File: config.mk
export PLATFORM = sky130hd
export DESIGN_NAME = fetch_stage
export DESIGN_NICKNAME = d
export VERILOG_FILES = /design/src/rtl/fetch_stage.sv
export SDC_FILE = /design/constraint.sdc
export NUM_CORES = 1
export LEC_CHECK = 0
export BUFFER_PORTS_ARGS = -buffer_cell sky130_fd_sc_hd__buf_2
export CORE_MARGIN = 4
export CORE_UTILIZATION = 50
export DETAILED_ROUTE_END_ITERATION = 6
export GPL_TIMING_DRIVEN = 0
export PLACE_DENSITY = 0.91
export RECOVER_POWER = 25
export SYNTH_ARGS = -nofsm -noshare
export SYNTH_HDL_FRONTEND = slang
export SYNTH_SLANG_ARGS = --single-unit
export TNS_END_PERCENT = 20
File: constraint.sdc
create_clock -name clk -period 11.5 [get_ports clk]
set_clock_uncertainty 0.2 [all_clocks]
set_input_delay 1.725 -clock clk [delete_from_list [all_inputs] [get_ports clk]]
set_output_delay 1.725 -clock clk [all_outputs]
set_load 0.005 [all_outputs]
File: src/rtl/fetch_stage.sv
// Fetch stage: owns the PC, drives the combinational ROM address, and loads the
// returned word plus PC metadata into the IF/ID register.
module fetch_stage #(
  parameter int unsigned            DATA_WIDTH       = 32,
  parameter logic [DATA_WIDTH-1:0]  FIRST_INSTR_ADDR = 32'hBFC00000,
  parameter logic [DATA_WIDTH-1:0]  LAST_INSTR_ADDR  = 32'hBFC00FFF,
  parameter logic [DATA_WIDTH-1:0]  NOP_INSTR        = 32'h00000013
) (
  input  logic                  clk,
  input  logic                  rst,
  input  logic                  stall_f_i,
  input  logic                  stall_d_i,
  input  logic                  flush_d_i,
  input  logic                  pc_src_e_i,
  input  logic [DATA_WIDTH-1:0] pc_target_e_i,
  input  logic [DATA_WIDTH-1:0] instr_f_i,
  output logic [DATA_WIDTH-1:0] pc_f_o,
  output logic [DATA_WIDTH-1:0] instr_d_o,
  output logic [DATA_WIDTH-1:0] pc_d_o,
  output logic [DATA_WIDTH-1:0] pc_plus4_d_o,
  output logic                  valid_d_o,
  output logic                  fault_d_o,
  output logic [31:0]           fetch_count_o
);

  localparam int unsigned CNT_W = 32;
  // Highest address at which a full word still lies inside the ROM.
  localparam logic [DATA_WIDTH-1:0] LAST_WORD_ADDR = LAST_INSTR_ADDR - DATA_WIDTH'(3);

  typedef struct packed {
    logic [DATA_WIDTH-1:0] instr;
    logic [DATA_WIDTH-1:0] pc;
    logic [DATA_WIDTH-1:0] pc_plus4;
    logic                  valid;
    logic                  fault;
  } ifid_t;

  localparam ifid_t BUBBLE = '{
    instr:    NOP_INSTR,
    pc:       '0,
    pc_plus4: '0,
    valid:    1'b0,
    fault:    1'b0
  };

  logic [DATA_WIDTH-1:0] pc_q, pc_n, pc_plus4;
  ifid_t                 ifid_q, ifid_n;
  logic [CNT_W-1:0]      cnt_q, cnt_n;
  logic                  out_of_range;
  logic                  unused_target_lsbs;

  // Redirect targets are forced to word alignment, so the two LSBs are dropped.
  assign unused_target_lsbs = ^pc_target_e_i[1:0];

  assign pc_plus4     = pc_q + DATA_WIDTH'(4);
  assign out_of_range = (pc_q < FIRST_INSTR_ADDR) || (pc_q > LAST_WORD_ADDR);

  // Next-state for PC, IF/ID register and fetch counter.
  always_comb begin
    pc_n   = pc_q;
    ifid_n = ifid_q;
    cnt_n  = cnt_q;

    if (pc_src_e_i) begin
      pc_n = {pc_target_e_i[DATA_WIDTH-1:2], 2'b00};
    end else if (!stall_f_i) begin
      pc_n = pc_plus4;
    end

    if (flush_d_i || pc_src_e_i) begin
      ifid_n = BUBBLE;
    end else if (!stall_d_i) begin
      ifid_n.instr    = out_of_range ? NOP_INSTR : instr_f_i;
      ifid_n.pc       = pc_q;
      ifid_n.pc_plus4 = pc_plus4;
      ifid_n.valid    = 1'b1;
      ifid_n.fault    = out_of_range;
      cnt_n           = cnt_q + CNT_W'(1);
    end
  end

  // State registers with immediate reset.
  always_ff @(posedge clk or posedge rst) begin
    if (rst) begin
      pc_q   <= FIRST_INSTR_ADDR;
      ifid_q <= BUBBLE;
      cnt_q  <= '0;
    end else begin
      pc_q   <= pc_n;
      ifid_q <= ifid_n;
      cnt_q  <= cnt_n;
    end
  end

  assign pc_f_o        = pc_q;
  assign instr_d_o     = ifid_q.instr;
  assign pc_d_o        = ifid_q.pc;
  assign pc_plus4_d_o  = ifid_q.pc_plus4;
  assign valid_d_o     = ifid_q.valid;
  assign fault_d_o     = ifid_q.fault;
  assign fetch_count_o = cnt_q;

endmodule
# == Word-level counts from Yosys, hierarchy flattened ==
# Index checks and enable logic that the tools add are counted.
# op_classes
n_addsub,2
n_lt_le_gt_ge,2
n_eq_ne,2
n_mux,5
n_bitwise,2
reduce_logical,3
# ops
op,count
2-to-1 mux 98 bit,2
2-to-1 mux 32 bit,3
"adder 32 x 1 -> 32 bit, second input constant",1
"adder 32 x 3 -> 32 bit, second input constant",1
"> comparator 32 bit, second input constant",1
"< comparator 32 bit, second input constant",1
"inequality test 2 x 1 -> 1 bit, second input constant",2
logical OR 1 bit,2
NOT 1 bit,2
AND reduction 2 bit,1
# word_totals
reg_bits,162
input_bits,70
out_inout_bits,162
word_cells,23

# == Depth between registers and ports, before layout ==
# Gate-level depths: netlist of the first run.
# logic_depth
ltp_word,5
depth_mapped,8
ltp_nobuf,6

# == Worst setup path after synthesis of the first run ==
# No wires, ideal clock.
# synth_path
kind,input to register
from,input port pc_src_e_i
to,"register ifid_q, in the netlist instr_d_o[10]"
setup_ps,65
arrival_ps,3088
required_ps,11235
path_slack_ps,8146
cell_stages,6
n_path_buf,3
cell_sequence,buf_2 -> or3_1 -> clkbuf_1 -> nor4_4 -> buf_6 -> a22o_1
# synth_via
elab_chain_cells,2
word_cells_on_any_way,3
classes_between,1 x eq/ne; 1 x mux; 1 x reduce/logical
# synth_rtl
element,line_no,source
"start, declared",14,"input logic pc_src_e_i,"
logical OR 1 bit (*),70,if (flush_d_i || pc_src_e_i) begin
inequality test 2 x 1 -> 1 bit (no line) / 2-to-1 mux 98 bit (equally long branches),-,
"end signal, assigned",90,ifid_q <= ifid_n;
"end, declared",47,"ifid_t ifid_q, ifid_n;"
# Mark *: on every way between the ends. The rest lies on a longest branch, timed or not.
# A chain may end at the register's enable or synchronous reset.

# == Final worst setup path of the first run ==
# layout_path
from,input port pc_src_e_i
to,"register ifid_q, in the netlist pc_d_o[9]"
# The elaborated chain is that of the path after synthesis.

==> results.cfg, run 1 <==
[placement]
dp_hpwl_microns = 14900
post_dp_cell_area_sq_um = 8500
io_buffers = 222
place_congestion = 0.902

[power_and_ir_drop]
leakagePower_nw = 4.52
irDropWorstVdd_v = 0.000104
p_total_mw = 1.30
power_density_nw_per_um2 = 143

[floorplan]
ioPinCount = 232
start_util_pct = 51.1
die_w_microns = 127
rows = 43
core_area_sq_um = 13900
fp.dieArea_sq_um = 16200
die_y_microns = 127

[global_routing]
grt-ovfl-total = 0
grt_pass1_wl_microns = 31800
grtUsageMet1_pct = 31.3
gr-usage-all-layers_pct = 24.8
antenna_found_initial = 0
met2_usage_pct = 39.7
top_usage_layer = met2
grt_max_degree = 103
met3_usage_pct = 6.02
grt_pass1_vias = 5982

[layout]
fin_area_sq_um = 9080
diodes = 0
area_growth_syn_to_layout_pct = 27.6
nets = 976
drive_above_1_share_pct = 33.8
fillers = 1100

[clock_tree]
cts-resized-gates = 0
post_cts_buffers = 0
clk_latency_ps = 420
cts_hold_buf = 0
cts_tree = yes
cts_buffer_depth = 2
cts_sinks = 156
cts.clk_slew.worst_paths_ps = 60
clockRootBuffer = clkbuf_16
htreeDepth = 4
numCtsBuffers = 17

[outcome]
violations = capacitance limit, slew limit
status = finished, violations left

[timing]
worst_pin_slew_ps = 2410
relSlewSlack_pct = -61.4
setup_violations = 0
hold_violations = 0
fmax_mhz = 291
timing.final.crit_share_pct = 29.8
period_minus_slack_ps = 3430
final_max_slew_viol_count = 55
setup_tns_ps = 0
rsz0062_at_grt = no

[worst_hold_path]
worstHoldStart = fetch_count_o[31]
worst_hold_path.num_cells = 1
hold_class = reg -> reg
hold_end = fetch_count_o[31]

[synth]
synth_edf_count = 0
synth-seq-area-share_pct = 55.1
synth.cell_area_sq_um = 7110
synthArstFlopShare_pct = 100
ys_ff_latch = 156
yosysTopAreaCell = dfrtp_1
yosysTopAreaCellShare_pct = 50.7
ys_top_cells_by_area = dfrtp_1 (51%), xnor2_1 (8.6%), a22o_1 (7.3%)
synthCells = 657
synthFlopType = dfrtp_1
syn_area_per_cell_sq_um = 10.8
yosysWarnings = 0
netlist-cell-type-count = 44

[drt]
route.detailed.drc = 0
vias = 6004
ant_nets = 0
routedWlPerCell_microns = 18.0
wl_microns = 19800
dr.pass1.iters = 5
viasPerCell = 5.47
drt_iter0_markers = 367

[setup_path]
cp_max_fo = 10
r2r-end = pc_plus4_d_o[26]
start_kind = input pin
r2r_cells = 7
endpoint_kind = flop
worstPathArrival_ps = 3590
regToRegStartpoint = pc_f_o[2]
worstPathRequired_ps = 11660
path_class = in -> reg
ff2ff_setup_slack_ps = 8940

[run]
drv_cap = 1
synth_stat cells, drive strengths merged, types with 2 or more instances:
cell type / instances
nor4: 17
clkbuf: 26
inv: 7
nand4b: 3
nor4b: 3
or2: 3
buf: 31
and4: 8
nor3: 16
nor2: 23
or3: 2
xnor2: 70
o21ai: 60
ha: 2
xor2: 18
and2: 2
nand3: 28
dfstp: 12
nand4: 14
and3: 9
a21oi: 3
nand2: 89
dfrtp: 144
a22o: 59
or4b: 2
where the power goes:
group          internal, mW  leakage (nW)  switching (mW)  total, mW
Sequential            0.576          2.08          0.0284      0.605
Combinational        0.0607          2.16          0.0817      0.142
Clock                 0.331         0.280           0.218      0.549
cells in the final DEF (no fill, tap or decap), types with 14 or more instances in the layout:
| cell | instances |
|---|---|
| nand2_1 | 89 |
| xor2_1 | 18 |
| dfrtp_1 | 144 |
| nand3_1 | 27 |
| clkbuf_16 | 17 |
| nor2_1 | 22 |
| a22o_1 | 59 |
| nor3_1 | 14 |
| buf_2 | 238 |
| clkbuf_1 | 30 |
| o21ai_0 | 48 |
| xnor2_1 | 70 |
cell families (layout without fill, tap and decap cells):
| kind of cell | after synthesis | count (layout) | share of synthesized area (%) |
|---|---|---|---|
| xor+xnor | 88 | 88 | 10.8 |
| mux | 2 | 2 | 0.299 |
| fa+ha+maj | 2 | 2 | 0.352 |
| other cells | 1 | 6 | 0.0527 |
| simple gates | 221 | 221 | 17.0 |
| compound gates | 123 | 123 | 11.8 |
| buf+inv | 64 | 319 | 4.63 |
| flops | 156 | 156 | 55.1 |
metal layers:
| layer | routed length (microns) | vias up |
|---|---|---|
| li1 | - | 2781 |
| met1 | 8070 | 2858 |
| met2 | 9430 | 303 |
| met3 | 1530 | 62 |
| met4 | 769 | 0 |
| met5 | 0 | - |
layout make-up:
class	instances	area (sq um)	area share (%)
clock inverters	10	116	1.28
multi-input cells	442	2890	31.8
clock buffers	22	464	5.11
repair buffers	223	1140	12.5
inverters	7	27.5	0.303
well taps	180	225	2.48
flip-flops and latches	156	3920	43.2
plain buffers	57	302	3.32
state kept, by name (all words and copies together) (netlist names):
register       count
pc_plus4_d_o      30
pc_f_o            30
instr_d_o         32
valid_d_o          1
fault_d_o          1
fetch_count_o     32
pc_d_o            30
worst max-delay path by stage:
stage,to,startpoint,cells past startpoint,slack [ps]
2_1_floorplan,fault_d_o,rst,1,5390
3_3_place_gp,pc_f_o[14],rst,2,3870
3_5_place_dp,instr_d_o[2],pc_src_e_i,6,7780
4_1_cts,instr_d_o[2],pc_src_e_i,6,8220
5_1_grt,pc_f_o[14],rst,3,7720
6_report,pc_d_o[9],pc_src_e_i,6,8070
per-stage QoR:
stage	utilization [%]	hold WS (ps)	std cells	worst slack (ps)
floorplan	-	268	662	5390
global placement	60.8	258	1064	3870
detailed placement	61.0	259	1065	7780
CTS	65.2	271	1097	8220
global route	65.1	293	1097	7720
finish	65.1	266	1097	8070
worst max-delay path: stages:
cell and delay (ps):
clkbuf_1 260, nor2_1 230, and2_1 140, clkbuf_1 410
clkbuf_1 550, a22o_1 250
(Power assumes the default switching activity.)
==> run 2: changes to the inputs <==
Settings changed: CORE_UTILIZATION 50 to 46, PLACE_DENSITY 0.91 to 0.88.
Clock period 11.5 ns to 3.1 ns, I/O delays scaled along.
==> run 2 against run 1 <==
- the run still ends with capacitance limit, slew limit left
- first-iteration DRC count rose by 15%
- clock-buffer cell count fell by 5
- worst hold slack got worse by 220 ps
- setup slack got worse by 7600 ps
- critical path type unchanged
- largest cell class unchanged
==> results.cfg, run 2 (synthesis gave the netlist of run 1 again) <==
[clock_tree]
cts.clk_slew.worst_paths_ps = 60
clk_latency_ps = 420
cts-resized-gates = 0
htreeDepth = 4
numCtsBuffers = 17
post_cts_buffers = 0
cts_tree = yes
cts_buffer_depth = 2
cts_sinks = 156
clockRootBuffer = clkbuf_16

[drt]
vias = 5949
dr.pass1.iters = 5
routedWlPerCell_microns = 17.9
wl_microns = 19800
route.detailed.drc = 0
viasPerCell = 5.37
ant_nets = 0
drt_iter0_markers = 421

[setup_path]
worstPathRequired_ps = 3210
slowest_stage = nor3_1
crit_family = simple AND/OR/NAND/NOR gates
start_kind = input pin
path_class = in -> reg
cp_max_fo = 9
crit_buf_inv = 1
critPathMaxStageDelay_ps = 950
endpoint_kind = flop
worstPathArrival_ps = 2750
path_cells = clkbuf_1 -> nor3_1 -> nand4_2 -> nor4_4 -> nand3_1 -> xnor2_1

[placement]
place_congestion = 0.890
io_buffers = 222
dp_hpwl_microns = 15100

[timing]
timing.final.crit_share_pct = 85.3
period_minus_slack_ps = 2650
hold_violations = 0
fmax_mhz = 378
final_max_slew_viol_count = 1
worst_pin_slew_ps = 1500
setup_tns_ps = 0
setup_violations = 0
relSlewSlack_pct = -0.355
whs_ps = 42.9
rsz0062_at_grt = no

[global_routing]
antenna_found_initial = 0
grt_pass1_vias = 5844
grt_max_degree = 45
gr-usage-all-layers_pct = 22.5
grt-ovfl-total = 0
grt_pass1_wl_microns = 31300

[floorplan]
start_util_pct = 46.8
die_y_microns = 132
fp.dieArea_sq_um = 17500
core_area_sq_um = 15200
rows = 45
ioPinCount = 232
die_w_microns = 132

[layout]
area_growth_syn_to_layout_pct = 27.8
final_cell_mix = buf_2 (188), dfrtp_1 (144), nand2_1 (89)
diodes = 0
drive_above_1_share_pct = 28.7
fillers = 1294
final_common_cell = buf_2
nets = 979

[power_and_ir_drop]
irDropWorstVdd_v = 0.000377
power_density_nw_per_um2 = 540
leakagePower_nw = 4.34

[outcome]
violations = capacitance limit, slew limit
status = finished, violations left

[worst_hold_path]
hold_class = in -> reg

[run]
drv_cap = 1
[run 2: changes by cell type in the layout (fill, tap and decap cells not counted), sizes merged]
| cell | before | now |
|---|---|---|
| dlygate4sd3 | 0 | 1 |
| bufinv | 2 | 3 |
| clkinvlp | 3 | 4 |
| clkinv | 6 | 4 |
| clkbuf | 49 | 94 |
| inv | 6 | 11 |
| buf | 253 | 205 |
[run 2: metal layers]
layer	vias up	part of all wire, %	routed length, microns	global-route usage (%)
met4	0	2.1	418	8.89
met5	-	0	0	0
met3	32	7.1	1400	6.22
li1	2791	-	-	-
met1	2860	42	8370	29.2
met2	266	49	9630	36.2
[run 2: area by class of cell]
cell class | instances | area (sq um) | area share [%]
Inverter | 7 | 27.5 | 0.303
Buffer | 57 | 302 | 3.32
Clock inverter | 15 | 189 | 2.08
Tap cell | 188 | 235 | 2.59
Multi-Input combinational cell | 442 | 2870 | 31.6
Timing Repair Buffer | 226 | 1120 | 12.3
Sequential cell | 156 | 3920 | 43.1
Clock buffer | 17 | 425 | 4.68
[run 2: through the flow]
step	util, %	cells	setup WS, ps	total power [mW]	instance area (sq um)
global route	59.8	1108	247	5.13	9090
global placement	55.8	1072	-385	2.79	8480
CTS	60.3	1108	588	4.97	9170
finish	59.8	1108	454	4.91	9090
floorplan	-	662	472	2.55	7140
detailed placement	56.2	1075	572	2.81	8540
[run 2: worst reg2reg max path: stages, from the launching register on]
cell and delay, ps:
dfrtp_1 520, ha_1 320, and4_1 300, nand2_1 120
buf_2 210, nor4_1 510, xnor2_1 170, o21ai_0 90
[run 2: final timing paths]
path	from	end	slack, ps	cells past startpoint
min in group asynchronous	rst	fetch_count_o[15]	760	3
max in group asynchronous	rst	pc_f_o[26]	1060	4
worst min register to register	pc_plus4_d_o[17]	pc_plus4_d_o[17]	280	2
worst max-delay path	pc_src_e_i	fetch_count_o[24]	450	6
worst min-delay path	instr_f_i[1]	instr_d_o[1]	40	3
worst max register to register	pc_f_o[2]	pc_plus4_d_o[26]	520	7
[run 2: power by group]
group / switching, mW / total (mW) / internal, mW / leakage, nW
Sequential: 0.105 / 2.24 / 2.14 / 2.08
Clock: 0.859 / 2.14 / 1.28 / 0.294
Combinational: 0.303 / 0.528 / 0.224 / 1.97
Total: 1.27 / 4.91 / 3.64 / 4.34
[run 2: timing repair]
action	4_1_cts	5_1_grt
setup endpoints to repair	0	0
endpoints found under the hold margin	29	0
hold buffers	1	0
==> run 3: changes to the inputs <==
Settings changed: BUFFER_PORTS_ARGS -buffer_cell sky130_fd_sc_hd__buf_2 to -buffer_cell sky130_fd_sc_hd__clkbuf_2.
==> run 3 against run 2 <==
- the run still ends with capacitance limit, slew limit left
- clock-buffer cell count up 3
- sequential power about the same
- cell count unchanged
- global-route usage up 0.69 points
- routed wire length up 2.0%
- largest power group unchanged
==> results.cfg, run 3 (synthesis gave the netlist of run 1 again) <==
[clock_tree]
post_cts_buffers = 0
clockRootBuffer = clkbuf_16
cts_sinks = 156
clk_latency_ps = 420
numCtsBuffers = 17
cts_hold_buf = 1
cts.clk_slew.worst_paths_ps = 60
htreeDepth = 4
cts_tree = yes
cts_buffer_depth = 2
cts-resized-gates = 0

[worst_hold_path]
hold_class = in -> reg

[timing]
timing.final.crit_share_pct = 82.4
final_max_slew_viol_count = 29
rsz0062_at_grt = no
whs_ps = 22.1
setup_violations = 0
period_minus_slack_ps = 2550
relSlewSlack_pct = -1.11
fmax_mhz = 392
worst_pin_slew_ps = 1510
hold_violations = 0

[floorplan]
ioPinCount = 232
rows = 45
die_w_microns = 132
fp.dieArea_sq_um = 17500
start_util_pct = 46.8
die_y_microns = 132
core_area_sq_um = 15200

[drt]
viasPerCell = 5.41
wl_microns = 20200
vias = 5992
routedWlPerCell_microns = 18.3
dr.pass1.iters = 5
drt_iter0_markers = 403
ant_nets = 0
route.detailed.drc = 0

[layout]
diodes = 0
area_growth_syn_to_layout_pct = 27.6
nets = 979
final_common_cell = clkbuf_2
fillers = 1306
multi_input_area_sq_um = 2880
fin_area_sq_um = 9080
drive_above_1_share_pct = 28.3
seq_area_sq_um = 3920
final_cell_mix = clkbuf_2 (169), dfrtp_1 (144), nand2_1 (89)

[global_routing]
gr-usage-all-layers_pct = 23.2
top_usage_layer = met2
grt-ovfl-total = 0
grt_max_degree = 46
grt_pass1_wl_microns = 32400
antenna_found_initial = 0
grt_pass1_vias = 5922
met3_usage_pct = 6.60
met2_usage_pct = 38.0
grtUsageMet1_pct = 30.1

[placement]
dp_hpwl_microns = 15300
post_dp_cell_area_sq_um = 8540
place_congestion = 0.893
io_buffers = 222

[setup_path]
worstPathRequired_ps = 3180
endpoint_kind = flop
start_kind = flop
cp_max_fo = 10
worstPathArrival_ps = 2630
path_class = reg -> reg

[power_and_ir_drop]
irDropWorstVdd_v = 0.000385
leakagePower_nw = 4.27
power_density_nw_per_um2 = 538

[outcome]
violations = capacitance limit, slew limit
status = finished, violations left

[run]
drv_cap = 1
==> run 3: worst paths after layout <==
check / start / endpoint / slack, ps / cells past startpoint
setup reg to reg: pc_f_o[2] / pc_plus4_d_o[28] / 550 / 7
hold reg to reg: pc_plus4_d_o[18] / pc_plus4_d_o[18] / 280 / 2
min in group asynchronous: rst / fetch_count_o[16] / 740 / 3
hold / removal: instr_f_i[1] / instr_d_o[1] / 20 / 3
max in group asynchronous: rst / pc_f_o[24] / 1080 / 4
setup / recovery: pc_f_o[2] / pc_plus4_d_o[28] / 550 / 7
==> run 3: final cells by class <==
type / count / share of cell area [%]
buffer: 57 / 3.32
clock buffer: 20 / 5.03
clock inverter: 12 / 1.60
inverter: 7 / 0.303
multi-input combinational: 442 / 31.7
sequential: 156 / 43.2
tap: 188 / 2.59
timing repair buffer: 226 / 12.3
==> run 3: critical path, stage by stage (launching register included) <==
cell     delay, ps
dfrtp_1        530
ha_1           320
and4_1         290
nand2_1        110
buf_2          210
nor4_1         450
xnor2_1        190
o21ai_0        110
==> run 3: power breakdown <==
| group | switching [mW] | internal, mW | leakage [nW] |
|---|---|---|---|
| Clock | 0.811 | 1.30 | 0.288 |
| Combinational | 0.309 | 0.223 | 1.90 |
| Sequential | 0.106 | 2.14 | 2.08 |
==> run 3: stage by stage <==
step | std cells | power [mW] | setup TNS, ps | utilization (%) | setup WS [ps]
2_1_floorplan | 662 | 2.55 | 0 | - | 472
3_3_place_gp | 1072 | 2.79 | -54580 | 55.8 | -386
3_5_place_dp | 1075 | 2.82 | 0 | 56.2 | 601
4_1_cts | 1108 | 4.93 | 0 | 60.2 | 601
5_1_grt | 1108 | 5.09 | 0 | 59.7 | 395
6_report | 1108 | 4.89 | 0 | 59.7 | 546
==> run 3: routing by layer <==
metal | vias to the layer above | share of wire (%)
met2 | 260 | 49
met4 | 0 | 1.7
met3 | 22 | 7.7
met1 | 2923 | 41
li1 | 2787 | -
met5 | - | 0
